### src/rtl/dma_io_device.sv
`default_nettype none
// ============================================================================
// Module   : dma_io_device
// Purpose  : Peripheral-side endpoint of a DMA single-transfer handshake.
//            A local FIFO sits between the device logic and the DMA bus.
//            With dir=0 the device sources FIFO bytes onto the bus during
//            IOR_N cycles; with dir=1 it sinks bus bytes from IOW_N cycles
//            into the FIFO. EOP_N (terminal count) is latched in tcFlag
//            and halts further requests until software clears it.
// Ports    : CLK, Reset          clock / synchronous active-high reset
//            dir                 transfer direction, taken in IDLE only
//            DREQ / DACK         DMA request (registered) / acknowledge
//            IOR_N, IOW_N, EOP_N active-low bus strobes and terminal count
//            DB_in, DB_out, DB_oe data bus in / out / output enable
//            locData/Valid/Ready local push port (dir=0)
//            rdData/Valid/Ready  local pop port (dir=1)
//            tcFlag, tcClear     sticky terminal-count flag and its clear
// Revision : 1.0 - initial release
// ============================================================================
module dma_io_device #(
    parameter int DEPTH  = 8,
    parameter int DATA_W = 8
) (
    input  logic              CLK,
    input  logic              Reset,
    input  logic              dir,
    output logic              DREQ,
    input  logic              DACK,
    input  logic              IOR_N,
    input  logic              IOW_N,
    input  logic              EOP_N,
    input  logic [DATA_W-1:0] DB_in,
    output logic [DATA_W-1:0] DB_out,
    output logic              DB_oe,
    input  logic [DATA_W-1:0] locData,
    input  logic              locValid,
    output logic              locReady,
    output logic [DATA_W-1:0] rdData,
    output logic              rdValid,
    input  logic              rdReady,
    output logic              tcFlag,
    input  logic              tcClear
);

    localparam int PTR_W = (DEPTH > 1) ? $clog2(DEPTH) : 1;
    localparam int CNT_W = $clog2(DEPTH) + 1;
    localparam logic [CNT_W-1:0] FULL_CNT = CNT_W'(DEPTH);

    typedef enum logic [2:0] {
        IDLE    = 3'd0,
        REQ     = 3'd1,
        XFER    = 3'd2,
        RECOVER = 3'd3,
        HALT    = 3'd4
    } state_t;

    state_t              state;
    logic                dir_q;
    logic [DATA_W-1:0]   mem [DEPTH];
    logic [PTR_W-1:0]    wr_ptr;
    logic [PTR_W-1:0]    rd_ptr;
    logic [CNT_W-1:0]    count;
    logic                ior_low_q;
    logic                iow_low_q;
    logic [DATA_W-1:0]   db_latch;
    logic                tc_q;
    logic                dreq_q;

    logic                full;
    logic                empty;
    logic                mode;
    logic                in_xfer;
    logic                ior_edge;
    logic                iow_edge;
    logic                bus_pop;
    logic                bus_push;
    logic                loc_push;
    logic                loc_pop;
    logic                push;
    logic                pop;
    logic [DATA_W-1:0]   push_data;
    logic [DATA_W-1:0]   head;
    logic                eop_hit;
    logic                want_xfer;

    assign full    = (count == FULL_CNT);
    assign empty   = (count == '0);
    assign head    = mem[rd_ptr];

    // In IDLE the live dir input is authoritative; once a request is under
    // way the direction captured in IDLE is held so a change of dir cannot
    // corrupt a transfer in flight.
    assign mode    = (state == IDLE) ? dir : dir_q;

    // Strobe rising edge: low (with DACK) on the previous clock, high now.
    // Only an edge seen in XFER moves data.
    assign in_xfer  = (state == XFER);
    assign ior_edge = in_xfer && ior_low_q && IOR_N;
    assign iow_edge = in_xfer && iow_low_q && IOW_N;

    // A bus write into a full FIFO is silently dropped.
    assign bus_pop  = !dir_q && ior_edge && !empty;
    assign bus_push =  dir_q && iow_edge && !full;

    // Local handshakes. A bus pop frees the slot the local push uses in the
    // same cycle, so a full FIFO can still accept. When bus and local side
    // want the same operation the bus wins and the local side is held off.
    assign locReady = !mode && (!full || bus_pop) && !bus_push;
    assign rdValid  =  mode && !empty && !bus_pop;
    assign rdData   = head;

    assign loc_push  = locValid && locReady;
    assign loc_pop   = rdValid && rdReady;
    assign push      = bus_push || loc_push;
    assign pop       = bus_pop || loc_pop;
    assign push_data = bus_push ? db_latch : locData;

    // Drive the bus only while acknowledged and being read.
    assign DB_oe  = ((state == REQ) || in_xfer) && DACK && !IOR_N && !dir_q;
    assign DB_out = DB_oe ? head : '0;

    assign eop_hit = DACK && !EOP_N &&
                     ((state == REQ) || in_xfer || (state == RECOVER));

    assign want_xfer = dir ? (count < FULL_CNT) : !empty;

    assign DREQ   = dreq_q;
    assign tcFlag = tc_q;

    always_ff @(posedge CLK) begin
        if (Reset) begin
            state     <= IDLE;
            dir_q     <= 1'b0;
            wr_ptr    <= '0;
            rd_ptr    <= '0;
            count     <= '0;
            ior_low_q <= 1'b0;
            iow_low_q <= 1'b0;
            db_latch  <= '0;
            tc_q      <= 1'b0;
            dreq_q    <= 1'b0;
            for (int i = 0; i < DEPTH; i++) begin
                mem[i] <= '0;
            end
        end else begin
            // ---------------- FIFO storage ----------------
            if (push) begin
                mem[wr_ptr] <= push_data;
                wr_ptr      <= wr_ptr + 1'b1;
            end
            if (pop) begin
                rd_ptr <= rd_ptr + 1'b1;
            end
            case ({push, pop})
                2'b10:   count <= count + 1'b1;
                2'b01:   count <= count - 1'b1;
                default: count <= count;
            endcase

            // ---------------- bus sampling ----------------
            // Strobes without DACK belong to another channel.
            ior_low_q <= DACK && !IOR_N;
            iow_low_q <= DACK && !IOW_N;
            if (DACK && !IOW_N) begin
                db_latch <= DB_in;
            end

            // Set has priority over a coincident clear.
            if (eop_hit) begin
                tc_q <= 1'b1;
            end else if (tcClear) begin
                tc_q <= 1'b0;
            end

            // ---------------- handshake FSM ----------------
            case (state)
                IDLE: begin
                    dir_q  <= dir;
                    dreq_q <= 1'b0;
                    if (want_xfer && !tc_q) begin
                        state  <= REQ;
                        dreq_q <= 1'b1;
                    end
                end
                REQ: begin
                    if (DACK) begin
                        if (!EOP_N) begin
                            state  <= HALT;
                            dreq_q <= 1'b0;
                        end else begin
                            state  <= XFER;
                        end
                    end
                end
                XFER: begin
                    // A strobe edge coinciding with EOP still moves its byte
                    // (bus_pop/bus_push above); only the next state differs.
                    if (eop_hit) begin
                        state  <= HALT;
                        dreq_q <= 1'b0;
                    end else if (dir_q ? iow_edge : ior_edge) begin
                        state  <= RECOVER;
                        dreq_q <= 1'b0;
                    end else if (!DACK) begin
                        state  <= IDLE;
                        dreq_q <= 1'b0;
                    end
                end
                RECOVER: begin
                    // DREQ stays low here for one cycle so the controller
                    // sees each byte as a separate single transfer.
                    dreq_q <= 1'b0;
                    state  <= eop_hit ? HALT : IDLE;
                end
                HALT: begin
                    dreq_q <= 1'b0;
                    if (!tc_q) begin
                        state <= IDLE;
                    end
                end
                default: begin
                    state  <= IDLE;
                    dreq_q <= 1'b0;
                end
            endcase
        end
    end

endmodule
`default_nettype wire
### config.mk
export PLATFORM = sky130hd
export DESIGN_NAME = dma_io_device
export DESIGN_NICKNAME = d
export VERILOG_FILES = /design/src/rtl/dma_io_device.sv
export SDC_FILE = /design/constraint.sdc
export NUM_CORES = 1
export LEC_CHECK = 0
export CAP_MARGIN = 20
export CORE_MARGIN = 3
export CORE_UTILIZATION = 50
export CTS_CLUSTER_DIAMETER = 60
export DETAILED_ROUTE_END_ITERATION = 8
export PLACE_DENSITY = 0.72
export SETUP_SLACK_MARGIN = 0.1
export SYNTH_ARGS = -nofsm -noshare
export SYNTH_HDL_FRONTEND = slang
export SYNTH_SLANG_ARGS = --single-unit
### constraint.sdc
create_clock -name CLK -period 6.4 [get_ports CLK]
set_input_delay 1.28 -clock CLK [delete_from_list [all_inputs] [get_ports CLK]]
set_output_delay 1.28 -clock CLK [all_outputs]
set_load 0.1 [all_outputs]
# After elaboration in Yosys (flattened, before gate mapping)

Memories as Yosys holds them, arrays and structs flattened. A register that Yosys moved wholly into a read port is not among the register bits.
Cells that the tools add are included.

Muxes and demuxes: 34
Equal/unequal tests: 12
Reduce and logical (&&, ||, !) cells: 44
Add/sub/neg operators: 4
$lt $le $gt $ge: 1

Operator list:

| cell                                             | count |
|---|---|
| 2-to-1 mux 3 bit                                 | 11 |
| 2-to-1 mux 8 bit                                 | 3 |
| logical AND 1 bit                                | 22 |
| 2-to-1 mux 1 bit                                 | 17 |
| case mux 3 bit (5 select lines)                  | 1 |
| zero test 1 bit                                  | 10 |
| case mux 4 bit (2 select lines)                  | 1 |
| OR reduction 8 bit                               | 1 |
| adder 3 x 1 -> 3 bit, second input constant      | 2 |
| == test 3 x 2 -> 1 bit, second input constant    | 2 |
| != test 2 bit, second input constant             | 3 |
| logical OR 1 bit                                 | 5 |
| adder 4 x 1 -> 4 bit, second input constant      | 1 |
| == test 4 bit, second input constant             | 1 |
| zero test 4 bit                                  | 1 |
| < comparator 4 bit, second input constant        | 1 |
| != test 4 x 2 -> 1 bit, second input constant    | 1 |
| AND reduction 4 bit                              | 1 |
| nonzero test 2 bit                               | 2 |
| subtractor 4 x 1 -> 4 bit, second input constant | 1 |
| == test 3 x 1 -> 1 bit, second input constant    | 1 |
| == test 3 bit, second input constant             | 1 |
| zero test 3 bit                                  | 1 |
| case mux 1 bit (3 select lines)                  | 1 |
| 4 further kinds                                  | 4 |

Memories: 1
Bits of input ports: 26
Register bits after elaboration: 26
Bits in writable memories: 64
Output and inout bits: 21
Word-level logic and storage cells: 106

Memories:

| name | depth | bits a word | rd ports | clocked after memory_dff | write ports | RTL line | source |
|---|---|---|---|---|---|---|---|
| mem  | 8     | 8           | 1        | 1                        | 8           | 59       | `logic [DATA_W-1:0] mem [DEPTH];` |

# Logic depth before layout (Yosys ltp)

Depth in word-level cells: 15
Mapped depth: 13
Mapped depth without buffers: 11

# Worst setup path after synthesis

Ideal clock, no wire load.

Kind: input to output
From: in dir
To: out rdValid
Stages: 3
Path buffers: 0
Arrival time: 3.169 ns
Slack: 1.951 ns
Data required time: 5.120 ns
Cells stage by stage: or4b_4 and2_1 nor2_1

Cells in the longest elaborated chain, start to end: 3

Ends and longest elaborated chain:

| item                            | RTL line | source |
|---|---|---|
| start, declared                 | 26       | `input logic dir,` |
| 2-to-1 mux 1 bit                | -        |  |
| logical AND 1 bit (2 in series) | 109      | `assign rdValid = mode && !empty && !bus_pop;` |
| end, declared                   | 39       | `output logic rdValid,` |

Every way passes these cells.

# Final worst setup path

From: in DACK
To: out DB_out[3]

Cells in the longest elaborated chain, start to end: 4

Ends and longest elaborated chain:

| item                            | RTL line | source |
|---|---|---|
| start, declared                 | 28       | `input logic DACK,` |
| logical AND 1 bit (3 in series) | 119      | `assign DB_oe = ((state == REQ) \|\| in_xfer) && DACK && !IOR_N && !dir_q;` |
| 2-to-1 mux 8 bit                | 120      | `assign DB_out = DB_oe ? head : '0;` |
| end, declared                   | 33       | `output logic [DATA_W-1:0] DB_out,` |

Every way passes these cells.

==> qor.csv <==
metric,value,unit
grt_pass1_wl,15.0,mm
place_congestion,0.869,
synth_top_area_share,0.418,
antenna_left,0,
htreeDepth,3,
setup_viol,0,
finalCritPeriodShare,0.812,
critPathSlowestCell,clkdlybuf4s50_1,
synth_edf_count,64,
max_slew_margin,0.250,
dp_hpwl,6.65,mm
worstSkewPairLatency,0.36,ns
dieArea,10400,sq um
synthCells,387,
first_global_vias,3004,
area_delta_synth_final,15.2,%
cts_tree,yes,
fin_tns_setup,0,ns
drc_errors,0,
syn-num-nets,419,
synth_top_area_cell,edfxtp_1,
worst_pin_slew,1.12,ns
yosys_most_used_dff,edfxtp_1,
seq_area,2500,sq um
postCtsSetupBuffers,0,
clock_skew,0.0103,ns
crit_path_start_kind,input pin,
place_area,5080,sq um
peakVddDrop,0.000183,V
cpPeakStageDelay,1.15,ns
crit_path_max_fanout,9,
grt_max_degree,37,
cts_buffer_depth,2,
crit_type,in2out,
numClockSinks,93,
syn-cell-area,4600,sq um
worstPathArrival,3.92,ns
die-height,102,um
antenna_found_initial,0,
vias_per_cell,5.72,
design.core.area,8850,sq um
grt_remaining_overflow,0,
maxCapViolCount,0,
cts_hold_buf,0,
status,finished clean,
synth-seq-area-share,0.544,
async_flop_share,0,
fp-row-count,34,
finalWorstSetupSlack,1.20,ns
post_drt_wl_per_cell,17.5,um
critical_path_required,5.12,ns
dr_total_vias,3071,
n_antenna_cell,0,
path_cells,"clkdlybuf4s50_1, nor2b_1, o211ai_1, nor2b_1, clkdlybuf4s50_1",
power.density,319,nW/um^2
drt_first_pass_iters,4,
initial_core_util,0.520,
io_pins,47,
ys_ff_latch,93,
period_needed,5.20,ns
post-route-util,0.599,
die_w,102,um
drt_first_iter_violations,177,
root_buffer,clkbuf_8,
synthTopCellsByArea,"edfxtp_1 42%, dfxtp_1 13%, mux4_2 7.8%",
cp-end-kind,primary output,
avgSynthCellArea,11.9,sq um
final_cell_area,5300,sq um
synth.yosys.warnings,0,
nets,456,
min_path_type,reg2reg,
clk_pin_slew,0.09,ns
p_leak,1.83,nW
gr-usage-all-layers,0.188,
synth.distinct_cells,50,
portBuffers,46,
multi_input_area,1900,sq um
fmax,0.192,GHz
hold_violations,0,
rsz0062_at_grt,no,
drive_gt1_frac,0.142,
dp_slack,1.21,ns
drv_slew,0,
wl,9.40,mm
ctsResizeCount,0,
fillers,741,
cts_buffers,9,
## report_power, final
| group | switching (mW) | internal, mW | leakage (nW) |
|---|---|---|---|
| clock | 0.211 | 0.183 | 0.0895 |
| combinational | 0.365 | 0.206 | 0.843 |
| sequential | 0.0434 | 0.684 | 0.899 |
| total | 0.619 | 1.07 | 1.83 |
## registers in the layout, summed over array words and instances, names as in the netlist, 3 cells and up, named ones only
| register | count |
|---|---|
| state | 3 |
| wr_ptr | 3 |
| count | 4 |
| db_latch | 8 |
| mem | 64 |
| rd_ptr | 3 |
## worst paths after layout
path	from	endpoint	slack [ns]	cells past startpoint
hold reg to reg	db_latch[6]	db_latch[6]	0.46	2
setup / recovery	DACK	DB_out[3]	1.20	5
hold / removal	db_latch[6]	db_latch[6]	0.46	2
setup reg to reg	state[1]	count[3]	2.79	9
## metrics by stage
step                      power, mW  hold WS (ns)  std cells
after global routing           1.76         0.488        537
after CTS                      1.68         0.468        536
after global placement         1.29         0.442        520
after floorplan                1.16         0.436        387
final                          1.69         0.461        537
after detailed placement       1.30         0.453        520
## cell usage after synthesis (2+ instances only)
| cell type | number |
|---|---|
| a21oi_1 | 15 |
| a31oi_1 | 2 |
| and2_1 | 2 |
| and3_1 | 5 |
| and3b_1 | 2 |
| and4_1 | 2 |
| buf_1 | 5 |
| buf_2 | 5 |
| buf_6 | 6 |
| clkbuf_1 | 11 |
| dfxtp_1 | 29 |
| edfxtp_1 | 64 |
| ha_1 | 5 |
| inv_1 | 6 |
| mux2_2 | 11 |
| mux2i_1 | 11 |
| mux4_2 | 16 |
| nand2_1 | 36 |
| nand2b_1 | 4 |
| nand3_1 | 4 |
| nand3b_1 | 2 |
| nand4_1 | 3 |
| nor2_1 | 54 |
| nor2b_1 | 14 |
| nor3_1 | 34 |
| nor3b_1 | 3 |
| nor4_1 | 2 |
| o21ai_0 | 5 |
| o311ai_0 | 2 |
| o311ai_4 | 4 |
| o31ai_1 | 2 |
| or4b_4 | 2 |
| xor2_1 | 2 |
## metal layers
layer | global-route usage | vias up | routed length [um]
met5 | 0 | - | 0
met2 | 0.331 | 83 | 4840
met1 | 0.243 | 1477 | 4000
li1 | - | 1497 | -
met4 | 0.0636 | 0 | 167
met3 | 0.0232 | 14 | 396
## cells in the final DEF, fill, tap and decap left out, types with 2 or more instances in the layout
cell / netlist / final
and2_1: 2 / 2
nor4_1: 2 / 2
ha_1: 5 / 5
edfxtp_1: 64 / 64
o31ai_1: 2 / 2
xor2_1: 2 / 2
and4_1: 2 / 2
clkbuf_8: 0 / 9
a31oi_1: 2 / 2
o311ai_0: 2 / 2
o21ai_0: 5 / 5
dfxtp_1: 29 / 29
nand3b_1: 2 / 2
mux4_2: 16 / 16
nand2b_1: 4 / 4
nor3_1: 34 / 34
mux2i_1: 11 / 11
nand4_1: 3 / 3
and3b_1: 2 / 2
and3_1: 5 / 5
inv_1: 6 / 6
buf_4: 0 / 7
nand2_1: 36 / 36
nor3b_1: 3 / 3
o311ai_4: 4 / 4
nand3_1: 4 / 4
mux2_2: 11 / 11
clkinvlp_4: 0 / 3
a21oi_1: 15 / 15
nor2_1: 54 / 54
inv_6: 0 / 2
nor2b_1: 14 / 14
or4b_4: 2 / 2
clkdlybuf4s50_1: 0 / 46
## critical path, delay by kind of cell
family / cells / cell delay (ns)
buffers and inverters: 2 / 1.71
and+or+nand+nor: 2 / 0.53
AOI/OAI and AO/OA: 1 / 0.40
## cells by family after synthesis
logic type / after synthesis / synth area share
XOR/XNOR: 2 / 0.00381
flip-flops: 93 / 0.544
multiplexers: 38 / 0.129
AO/OA/AOI/OAI: 39 / 0.0723
adder cells (fa/ha/maj): 6 / 0.0179
AND/OR/NAND/NOR: 175 / 0.191
buffers and inverters: 34 / 0.0424
## area by class of cell
class                           instances  share of cell area
Clock buffer                           10              0.0241
Inverter                                6             0.00425
Timing Repair Buffer                   54               0.102
Sequential cell                        93               0.472
Tap cell                              108              0.0255
Clock inverter                          6              0.0132
Multi-Input combinational cell        260               0.359
No activity file was read; power rests on OpenSTA's default activity.
